==> config.mk <==
export PLATFORM = sky130hd
export DESIGN_NAME = count_stream_monitor
export DESIGN_NICKNAME = d
export VERILOG_FILES = /design/src/rtl/count_mon_pkg.sv /design/src/rtl/count_stream_monitor_gap_timer.sv /design/src/rtl/count_stream_monitor.sv
export SDC_FILE = /design/constraint.sdc
export NUM_CORES = 1
export LEC_CHECK = 0
export ABC_CLOCK_PERIOD_IN_PS = 2830
export CAP_MARGIN = 20
export CORE_MARGIN = 3
export CORE_UTILIZATION = 49
export DETAILED_ROUTE_END_ITERATION = 12
export HOLD_SLACK_MARGIN = 0.02
export PLACE_DENSITY = 0.75
export RECOVER_POWER = 25
export SYNTH_ARGS = -nofsm -noshare
export SYNTH_HDL_FRONTEND = slang
export SYNTH_SLANG_ARGS = --single-unit
==> constraint.sdc <==
create_clock -name clk -period 2.83 [get_ports clk]
set_input_delay 0.566 -clock clk [delete_from_list [all_inputs] [get_ports clk]]
set_output_delay 0.566 -clock clk [all_outputs]
set_load 0.005 [all_outputs]
==> src/rtl/count_mon_pkg.sv <==
`default_nettype none
// +----------------------------------------------------------------------+
// | count_mon_pkg : shared types and constants for count_stream_monitor   |
// | Revision      : 1.0                                                   |
// +----------------------------------------------------------------------+
package count_mon_pkg;

  typedef enum logic [1:0] {
    IDLE = 2'd0,
    RUN  = 2'd1,
    DONE = 2'd2,
    FAIL = 2'd3
  } mon_state_t;

  localparam int ERR_W   = 8;
  localparam int ERR_MAX = 255;

endpackage
`default_nettype wire

==> src/rtl/count_stream_monitor_gap_timer.sv <==
`default_nettype none
// +----------------------------------------------------------------------+
// | gap_timer : counts consecutive idle cycles while enabled, flags the   |
// |             TIMEOUT-th idle cycle.      Revision : 1.0                |
// +----------------------------------------------------------------------+
module gap_timer #(
  parameter int TIMEOUT = 1024
) (
  input  logic clk,
  input  logic reset,
  input  logic clear,
  input  logic en,
  input  logic kick,
  output logic expired
);

  localparam int            CNT_W = $clog2(TIMEOUT) + 1;
  localparam logic [CNT_W-1:0] LAST = CNT_W'(TIMEOUT - 1);

  logic [CNT_W-1:0] cnt_q;
  logic [CNT_W-1:0] cnt_d;

  always_comb begin
    cnt_d = cnt_q;
    if (!en || kick) begin
      cnt_d = '0;
    end else if (cnt_q != LAST) begin
      cnt_d = cnt_q + 1'b1;
    end
  end

  always_ff @(posedge clk or posedge reset) begin
    if (reset) begin
      cnt_q <= '0;
    end else if (clear) begin
      cnt_q <= '0;
    end else begin
      cnt_q <= cnt_d;
    end
  end

  // Fires on the idle cycle that would take the count past TIMEOUT-1.
  assign expired = en && !kick && (cnt_q == LAST);

endmodule
`default_nettype wire

==> src/rtl/count_stream_monitor.sv <==
`default_nettype none
// +----------------------------------------------------------------------+
// | count_stream_monitor : checks a valid-qualified +1 counter stream     |
// |                        from 0, ends in DONE or FAIL. Revision : 1.0   |
// +----------------------------------------------------------------------+
module count_stream_monitor
  import count_mon_pkg::*;
#(
  parameter int WIDTH     = 32,
  parameter int HIT_A     = 30,
  parameter int HIT_B     = 300,
  parameter int END_VALUE = 499,
  parameter int TIMEOUT   = 1024,
  parameter int MAX_ERR   = 8
) (
  input  logic             clk,
  input  logic             reset,
  input  logic             clear,
  input  logic             sample_valid,
  input  logic [WIDTH-1:0] sample_data,
  output logic [1:0]       state_o,
  output logic             hit_a,
  output logic             hit_b,
  output logic [ERR_W-1:0] err_count,
  output logic [WIDTH-1:0] samples_seen,
  output logic             done,
  output logic             fail
);

  localparam logic [WIDTH-1:0] HIT_A_V = WIDTH'(HIT_A);
  localparam logic [WIDTH-1:0] HIT_B_V = WIDTH'(HIT_B);
  localparam logic [WIDTH-1:0] END_V   = WIDTH'(END_VALUE);
  localparam logic [ERR_W-1:0] ERR_SAT = ERR_W'(ERR_MAX);

  mon_state_t       state_q, state_d;
  logic [WIDTH-1:0] expected_q, expected_d;
  logic [WIDTH-1:0] samples_q, samples_d;
  logic [ERR_W-1:0] err_q, err_d;
  logic             hit_a_q, hit_a_d;
  logic             hit_b_q, hit_b_d;

  logic             w_accept;
  logic             w_mismatch;
  logic [ERR_W-1:0] w_err_next;
  logic             w_expired;

  gap_timer #(
    .TIMEOUT (TIMEOUT)
  ) u_gap_timer (
    .clk     (clk),
    .reset   (reset),
    .clear   (clear),
    .en      (state_q == RUN),
    .kick    (sample_valid),
    .expired (w_expired)
  );

  // IDLE samples are handled exactly like RUN samples; expected is 0 there.
  assign w_accept   = sample_valid && ((state_q == IDLE) || (state_q == RUN));
  assign w_mismatch = (sample_data != expected_q);
  assign w_err_next = (w_mismatch && (err_q != ERR_SAT)) ? err_q + 1'b1 : err_q;

  always_ff @(posedge clk or posedge reset) begin
    if (reset) begin
      state_q <= IDLE;
    end else if (clear) begin
      state_q <= IDLE;
    end else begin
      state_q <= state_d;
    end
  end

  always_comb begin
    state_d = state_q;
    case (state_q)
      IDLE, RUN: begin
        if (w_accept) begin
          if (int'(w_err_next) >= MAX_ERR) begin
            state_d = FAIL;
          end else if (sample_data == END_V) begin
            state_d = DONE;
          end else begin
            state_d = RUN;
          end
        end else if (w_expired) begin
          state_d = FAIL;
        end
      end
      default: state_d = state_q;
    endcase
  end

  always_comb begin
    state_o = state_q;
    done    = (state_q == DONE);
    fail    = (state_q == FAIL);
  end

  always_comb begin
    expected_d = expected_q;
    samples_d  = samples_q;
    err_d      = err_q;
    hit_a_d    = hit_a_q;
    hit_b_d    = hit_b_q;
    if (w_accept) begin
      expected_d = sample_data + 1'b1;
      samples_d  = samples_q + 1'b1;
      err_d      = w_err_next;
      if (sample_data == HIT_A_V) hit_a_d = 1'b1;
      if (sample_data == HIT_B_V) hit_b_d = 1'b1;
    end
  end

  always_ff @(posedge clk or posedge reset) begin
    if (reset) begin
      expected_q <= '0;
      samples_q  <= '0;
      err_q      <= '0;
      hit_a_q    <= 1'b0;
      hit_b_q    <= 1'b0;
    end else if (clear) begin
      expected_q <= '0;
      samples_q  <= '0;
      err_q      <= '0;
      hit_a_q    <= 1'b0;
      hit_b_q    <= 1'b0;
    end else begin
      expected_q <= expected_d;
      samples_q  <= samples_d;
      err_q      <= err_d;
      hit_a_q    <= hit_a_d;
      hit_b_q    <= hit_b_d;
    end
  end

  assign hit_a        = hit_a_q;
  assign hit_b        = hit_b_q;
  assign err_count    = err_q;
  assign samples_seen = samples_q;

endmodule
`default_nettype wire

# Word-level counts from Yosys, hierarchy flattened
# Index checks and enable logic that the tools add are counted.
[totals] word_cells=63 output_inout_bits=46 register_bits=87 in_bits=36
[classes] eq_ne=10 n_mux=22 add_sub_neg=4 n_reduce_logical=19 magnitude_cmp=1
[op_table] cell="32-bit 2-to-1 mux" count=4
[op_table] cell="32-bit by 1-bit adder with 32-bit output, second input constant" count=2
[op_table] cell="32-bit by 9-bit equality test with 1-bit output, second input constant" count=2
[op_table] cell="11-bit 2-to-1 mux" count=3
[op_table] cell="32-bit by 5-bit equality test with 1-bit output, second input constant" count=1
[op_table] cell="32-bit inequality test" count=1
[op_table] cell="8-bit 2-to-1 mux" count=3
[op_table] cell="2-bit 2-to-1 mux" count=6
[op_table] cell="11-bit by 1-bit adder with 11-bit output, second input constant" count=1
[op_table] cell="11-bit by 10-bit equality test with 1-bit output, second input constant" count=1
[op_table] cell="11-bit by 10-bit inequality test with 1-bit output, second input constant" count=1
[op_table] cell="8-bit by 1-bit adder with 8-bit output, second input constant" count=1
[op_table] cell="8-bit by 4-bit >= comparator with 1-bit output, second input constant" count=1
[op_table] cell="8-bit inequality test, second input constant" count=1
[op_table] cell="2-bit nonzero test" count=4
[op_table] cell="1-bit 2-to-1 mux" count=6
[op_table] cell="2-bit AND reduction" count=3
[op_table] cell="3-bit nonzero test" count=2
[op_table] cell="2-bit equality test, second input constant" count=2
[op_table] cell="1-bit logical AND" count=4
[op_table] cell="2-bit by 1-bit equality test with 1-bit output, second input constant" count=1
[op_table] cell="1-bit zero test" count=2
[op_table] cell="2-bit zero test" count=1
[op_table] cell="1-bit logical OR" count=2
[op_table] cell="2-bit OR reduction" count=1

# Longest topological paths before layout
# Gate-level depths: netlist of the first run.
[logic_depth] depth_word=8 ltp_mapped=8 ltp_nobuf=8

# Hierarchy
# Synthesis of the first run repeated with hierarchy kept, for this count alone.
[hier_totals] hier_cells=551 area_unflattened_um2=5191.2
[by_module_without_submodules] mod="count_stream_monitor" cells_each=491 area_per_inst_um2=4584.4 instances=1
[by_module_without_submodules] mod="gap_timer" cells_each=60 area_per_inst_um2=606.8 instances=1

# Worst setup path before layout of the first run
# Ideal clock, no wire load.
[synth_path] kind="input port to flip-flop" from="input sample_data[18]" to="register state_q[0] (netlist: state_o[0])" path_buffers=1 required_ps=2693 setup_slack_ps=617 setup_time_ps=137 arrival_ps=2075 stages=8 cell_sequence="clkbuf_1 > xor2_1 > nor4_1 > nand4_1 > nor2_4 > nor2_1 > o41ai_1 > o22ai_1"
[synth_via] elab_chain_len=8 word_cells_on_any_way=10 classes_between="order compare (1); eq/ne (2); mux (6); reduce/logical (1)"
[synth_lines] item="start, declared" line_no="count_stream_monitor.sv:20" text="input logic [WIDTH-1:0] sample_data,"
[synth_lines] item="32-bit inequality test" line_no="count_stream_monitor.sv:60" text="assign w_mismatch = (sample_data != expected_q);"
[synth_lines] item="1-bit logical AND" line_no="count_stream_monitor.sv:61" text="assign w_err_next = (w_mismatch && (err_q != ERR_SAT)) ? err_q + 1'b1 : err_q;"
[synth_lines] item="8-bit 2-to-1 mux" line_no="count_stream_monitor.sv:61"
[synth_lines] item="8-bit by 4-bit >= comparator with 1-bit output" line_no="count_stream_monitor.sv:78" text="if (int'(w_err_next) >= MAX_ERR) begin"
[synth_lines] item="2-bit 2-to-1 mux (*)" line_no="count_stream_monitor.sv:78"
[synth_lines] item="2-bit 2-to-1 mux (*)" line_no="count_stream_monitor.sv:77" text="if (w_accept) begin"
[synth_lines] item="2-bit 2-to-1 mux (*)" line_no="count_stream_monitor.sv:75" text="case (state_q)"
[synth_lines] item="2-bit 2-to-1 mux (*)" line_no="count_stream_monitor.sv:66" text="end else if (clear) begin"
[synth_lines] item="end signal, assigned" line_no="count_stream_monitor.sv:69" text="state_q <= state_d;"
[synth_lines] item="end, declared" line_no="count_stream_monitor.sv:35" text="mon_state_t state_q, state_d;"
# Every way passes the cells marked *; elsewhere a longest branch is shown, timed or not. The select of a mux whose other input is x is not followed.
# A chain may end at the register's enable or synchronous reset.

# Worst setup path after layout of the first run
[layout_path] from="input sample_data[4]" to="register state_q[0] (netlist: state_o[0])"
# The elaborated chain is that of the path after synthesis.

==> flow_summary.toml, run 1 <==
[sta]
fmax_mhz = 384.7
setup_tns_ns = 0
finalHoldViolCount = 0
timing.final.crit_share = 0.9185
setup-violations-final = 0
rsz0062_at_grt = "false"
tightest_slew_ns = 1.762
period_minus_slack_ns = 2.599
fin_ws_ns = 0.2306
holdWs_ns = 0.5334
max_slew_margin = -0.1812
timing_max_transition_violations_final = 39
finalClockSkew_ns = 0.01635

[route]
drt_first_pass_iters = 4
via_per_inst = 5.637
drt_iter0_drc = 248
ant_nets = 0
wirelength_um = 12700
wl_per_cell_um = 15.83
post-route-drc-count = 0
num_vias = 4521

[floorplan]
rows = 36
die_x_um = 108.4
die_h_um = 108.4
boundaryPins = 82
die-area_mm2 = 0.01175
core_mm2 = 0.01000
start_util = 0.5140

[power_and_ir_drop]
leakage_nw = 2.659
p_int_mw = 2.058
p_switching_mw = 0.7394
power_frac_clock = 0.382
power_density_mw_per_mm2 = 429.7
swShare = 0.2643
p_comb_frac = 0.140
power_frac_seq = 0.478
ir_worst_vdd_mv = 0.3247

[placement]
place_ws_ns = -0.08689
numPortBuffers = 81
finalWeightedCongestion = 0.8341
hpwl_um = 9353

[clock_network]
clk_path_buf_depth = 2
htreeDepth = 3
cts_resized = 0
clk_latency_ns = 0.37
cts_hold_buf = 0
clk_pin_slew_ns = 0.10
cts-root-buf = "clkbuf_8"
postCtsSetupBuffers = 0
cts_buffers = 9
cts.sinks = 87
cts_tree = "done"

[layout]
drive_gt1_frac = 0.09716
filler_cell_count = 839
area_growth_pct = 26.68
diodes = 0
nets = 706

[synth]
synth.top_cells.by_count = "nor2_1 (91), dfrtp_1 (87), xor2_1 (71)"
yosysSeqAreaShare = 0.4236
yosys.area_share.simple = 0.2695
yosysMostFrequentCell = "nor2_1"
synth_top_area_share = 0.4236
ys_top_cells_by_area = "dfrtp_1 (42%), xor2_1 (12%), nor2_1 (6.6%)"
synth_compound_area_frac = 0.09080
synth-main-ff-cell = "dfrtp_1"
syn-num-nets = 608
synth_top_family_by_area = "simple AND/OR/NAND/NOR gates"
yosys.area_share.xor_xnor = 0.1636
synth_area_mm2 = 0.005140
synth_top_cell_by_area = "dfrtp_1"
synthMuxAreaShare = 0.003895
ys_seq_elements = 87
synth_edf_count = 0
synth.distinct_cells = 50
synth_fa_ha_area_frac = 0.01461
async_flop_share = 1.000
yosys_warnings = 0
syn_area_per_cell_um2 = 9.081
synth_cells = 566

[critical_path]
critPathCaptureType = "register"
crit_arrival_ns = 2.85
cp.required_ns = 3.08
rr_endpoint = "state_o[0]"
crit_fanout = 6
worstRegToRegCells = 7
startpoint_type = "input pin"
reg2reg_slack_ns = 0.55
path_class = "input pin to register"
rr_startpoint = "expected_q[11]"

[global_route]
grt_pass1_vias = 4415
grt_max_degree = 74
grt.overflow.total = 0
antenna_found_initial = 0
grt_util_all_layers = 0.2224
grt_pass1_wl_um = 20840

[worst_hold_path]
hp-start = "hit_a"
hold_depth = 2
hold_path_class = "register to register"
hold_path_end = "hit_a"

[run]
cap_violations = 1

[outcome]
violations = "max-capacitance violations, max-slew violations"
status = "complete, but fails checks"
## power by group through the flow
stage	registers (mW)	clock network [mW]	logic, mW
floorplan	1.35	0	0.216
global placement	1.36	0	0.386
detailed placement	1.36	0	0.397
CTS	1.34	1.08	0.399
global route	1.34	1.14	0.430
finish	1.34	1.07	0.392
## cells in the final DEF, fill, tap and decap left out, drive strengths merged, types with 6 or more instances in the layout
master	netlist	final
nor3	13	13
nor4	20	20
buf	8	34
clkdlybuf4s50	0	79
o21ai	14	14
nor2	93	93
and4	8	8
nand3	30	30
dfrtp	87	87
xnor2	25	25
nand4	18	18
nand2	34	34
xor2	71	71
inv	14	15
or3	13	13
ha	6	6
and3	12	12
a21oi	14	14
a211oi	30	30
clkbuf	21	11
## per-layer routing
metal | vias up | part of all wire | GRT usage
li1 | 2179 | - | -
met1 | 2197 | 0.44 | 0.2898
met2 | 128 | 0.49 | 0.3619
met3 | 17 | 0.056 | 0.04418
met4 | 0 | 0.016 | 0.09288
met5 | - | 0 | 0
## cell families after synthesis
| family | Yosys count |
|---|---|
| buffers and inverters | 43 |
| AND/OR/NAND/NOR | 262 |
| flip-flops | 87 |
| multiplexers | 2 |
| AO/OA/AOI/OAI | 70 |
| adder cells (fa/ha/maj) | 6 |
| XOR/XNOR | 96 |
## final cells by class
| class | count | area (µm²) | share of cell area |
|---|---|---|---|
| Timing Repair Buffer | 116 | 1077 | 0.1654 |
| Multi-Input combinational cell | 436 | 2795 | 0.4293 |
| Tap cell | 133 | 166.4 | 0.02556 |
| Inverter | 14 | 53.80 | 0.008263 |
| Clock buffer | 9 | 123.9 | 0.01902 |
| Clock inverter | 7 | 117.6 | 0.01806 |
| Sequential cell | 87 | 2177 | 0.3344 |
## critical path, cell delays in order
cell and delay [ns]:
clkdlybuf4s50_1 0.52, xor2_1 0.20, nor4_1 0.47, nand4_1 0.31, nor2_4 0.22, nor2_1 0.06
o41ai_1 0.35, o22ai_1 0.16
## per-stage QoR
step	util	std cells	area, µm²	total power, mW
floorplan	-	566	5140	1.565
global placement	0.6286	786	6286	1.743
detailed placement	0.6286	786	6286	1.757
CTS	0.6528	802	6528	2.818
global route	0.6512	802	6511	2.916
finish	0.6512	802	6511	2.798
## state kept, by name (all words and copies together), names as in the netlist
register,count
err_count,8
hit_b,1
expected_q,32
samples_seen,32
u_gap_timer.cnt_q,11
state_o,2
hit_a,1
## how the worst max path moves through the flow
stage / start / endpoint / slack (ns) / cells past startpoint
2_1_floorplan: reset / err_count[0] / 0.01 / 1
6_report: sample_data[4] / state_o[0] / 0.23 / 8
3_5_place_dp: sample_data[4] / state_o[0] / -0.09 / 8
3_3_place_gp: sample_data[8] / expected_q[26] / -0.02 / 8
4_1_cts: sample_data[8] / expected_q[29] / 0.30 / 8
5_1_grt: sample_data[8] / expected_q[29] / 0.06 / 8
Note: power is estimated with default switching activity, not from simulation.
==> inputs of run 2 (changes only) <==
Settings changed: CORE_MARGIN 3 to 5.
==> flow_summary.toml, run 2 (synthesized netlist as in run 1, its figures left out) <==
[floorplan]
boundaryPins = 82
die-area_mm2 = 0.01264
rows = 37
start_util = 0.5001
core_mm2 = 0.01028
die_x_um = 112.4
die_h_um = 112.4

[critical_path]
critPathCaptureType = "register"
rr_endpoint = "samples_seen[26]"
path_buf_inv = 1
startpoint_type = "input pin"
crit_arrival_ns = 2.82
critical-path-top-delay-family = "simple AND/OR/NAND/NOR gates"
reg2reg_slack_ns = 0.52
crit_chain = "clkdlybuf4s50_1, xor2_1, nor4_1, nand4_1, nor2_4, nor2_1, o41ai_1, o22ai_1"
path_class = "input pin to register"
crit_fanout = 7
worstRegToRegCells = 7
cp_slowest_cell = "clkdlybuf4s50_1"
rr_startpoint = "samples_seen[6]"
cpPeakStageDelay_ns = 0.64
cp.required_ns = 3.06

[layout]
finalInstanceArea_mm2 = 0.006475
area_growth_pct = 25.97
drive_gt1_frac = 0.09673
diodes = 0
final_cell_mix = "nor2_1 (91), dfrtp_1 (87), clkdlybuf4s50_1 (79), xor2_1 (71), buf_4 (38)"
nets = 711
finish.utilization = 0.6300
finalNonFillerCells = 808
final_common_cell = "nor2_1"

[run]
cap_violations = 0

[clock_network]
cts_buffers = 9
cts.sinks = 87
clk_latency_ns = 0.37
postCtsSetupBuffers = 0
htreeDepth = 3
cts-root-buf = "clkbuf_8"
cts_resized = 0
clk_pin_slew_ns = 0.08
cts_hold_buf = 0
cts_tree = "done"
clk_path_buf_depth = 2

[global_route]
grt_max_degree = 62
grt_pass1_vias = 4441
grt_util_all_layers = 0.2088
grt_pass1_wl_um = 21760
grt.overflow.total = 0
antenna_found_initial = 0

[worst_hold_path]
hold_path_class = "register to register"
hold_depth = 2
hold_path_end = "hit_b"
hp-start = "hit_b"

[power_and_ir_drop]
finalPower_mw = 2.587
power_density_mw_per_mm2 = 399.5
leakage_nw = 2.644
ir_worst_vdd_mv = 0.1870

[placement]
finalWeightedCongestion = 0.8678
numPortBuffers = 81
dp_cells = 794
hpwl_um = 9582
dpl_cell_area_mm2 = 0.006302

[sta]
rsz0062_at_grt = "false"
finalClockSkew_ns = 0.007417
tightest_slew_ns = 1.270
setup_tns_ns = 0
timing.final.crit_share = 0.9144
max_slew_margin = 0.1485
fmax_mhz = 386.4
timing_max_transition_violations_final = 0
finalHoldViolCount = 0
setup-violations-final = 0
period_minus_slack_ns = 2.588

[route]
drt_first_pass_iters = 4
ant_nets = 0
drt_iter0_drc = 208
post-route-drc-count = 0
wl_per_cell_um = 15.94
num_vias = 4526
wirelength_um = 12880
via_per_inst = 5.601

[outcome]
status = "complete, no violations"
run 2: cell types whose count changed in the layout (fill, tap and decap cells not counted):
cell / previous run / this run
clkbuf_4: 1 / 0
buf_12: 1 / 0
bufinv_16: 3 / 1
buf_4: 32 / 38
clkbuf_2: 0 / 1
inv_6: 2 / 0
clkbuf_1: 1 / 4
clkinv_2: 2 / 0
clkbuf_8: 9 / 10
run 2: how the worst max path moves through the flow:
stage / start / to / cells after the start
finish: sample_data[5] / state_o[0] / 8
global route: sample_data[5] / state_o[1] / 8
CTS: sample_data[5] / state_o[0] / 8
detailed placement: sample_data[5] / state_o[0] / 8
global placement: sample_data[5] / state_o[0] / 8
floorplan: reset / err_count[0] / 1
run 2: per-layer routing:
metal  global-route usage  vias up  share of wire
li1                     -     2197              -
met1               0.2788     2210           0.45
met2               0.3449       96           0.49
met3              0.02857       23          0.039
met4              0.08173        0          0.021
met5                    0        -              0
run 2: through the flow:
stage               hold WS (ns)  worst slack (ns)
floorplan                 0.4859           0.01380
finish                    0.5022            0.2423
global placement          0.4834           0.05231
detailed placement        0.4970           -0.1010
global route              0.5397           0.02435
CTS                       0.5164            0.2779
run 2: area by class of cell:
| type | instances | area, µm² |
|---|---|---|
| inverter | 14 | 53.80 |
| clock buffer | 13 | 148.9 |
| tap | 136 | 170.2 |
| clock inverter | 1 | 30.03 |
| multi-input combinational | 436 | 2795 |
| fill | 908 | 3802 |
| timing repair buffer | 121 | 1100 |
| sequential | 87 | 2177 |
run 2: power breakdown:
| part | leakage (nW) | internal [mW] | switching (mW) | total (mW) |
|---|---|---|---|---|
| clock | 0.0896 | 0.425 | 0.432 | 0.857 |
| sequential | 1.18 | 1.29 | 0.0459 | 1.34 |
| combinational | 1.37 | 0.180 | 0.214 | 0.394 |
| total | 2.64 | 1.89 | 0.692 | 2.59 |
run 2: worst register-to-register path, delay by kind of cell, from the launching register on:
family          cells  cell delay, ns
compound gates      1            0.26
flops               1            0.44
simple gates        5            1.28
xor+xnor            1            0.19
==> inputs of run 3 (changes only) <==
Settings changed: SLEW_MARGIN from default to 20.
==> results of run 3 <==
Same layout as run 2: the final DEF is identical, and so are final timing and power.
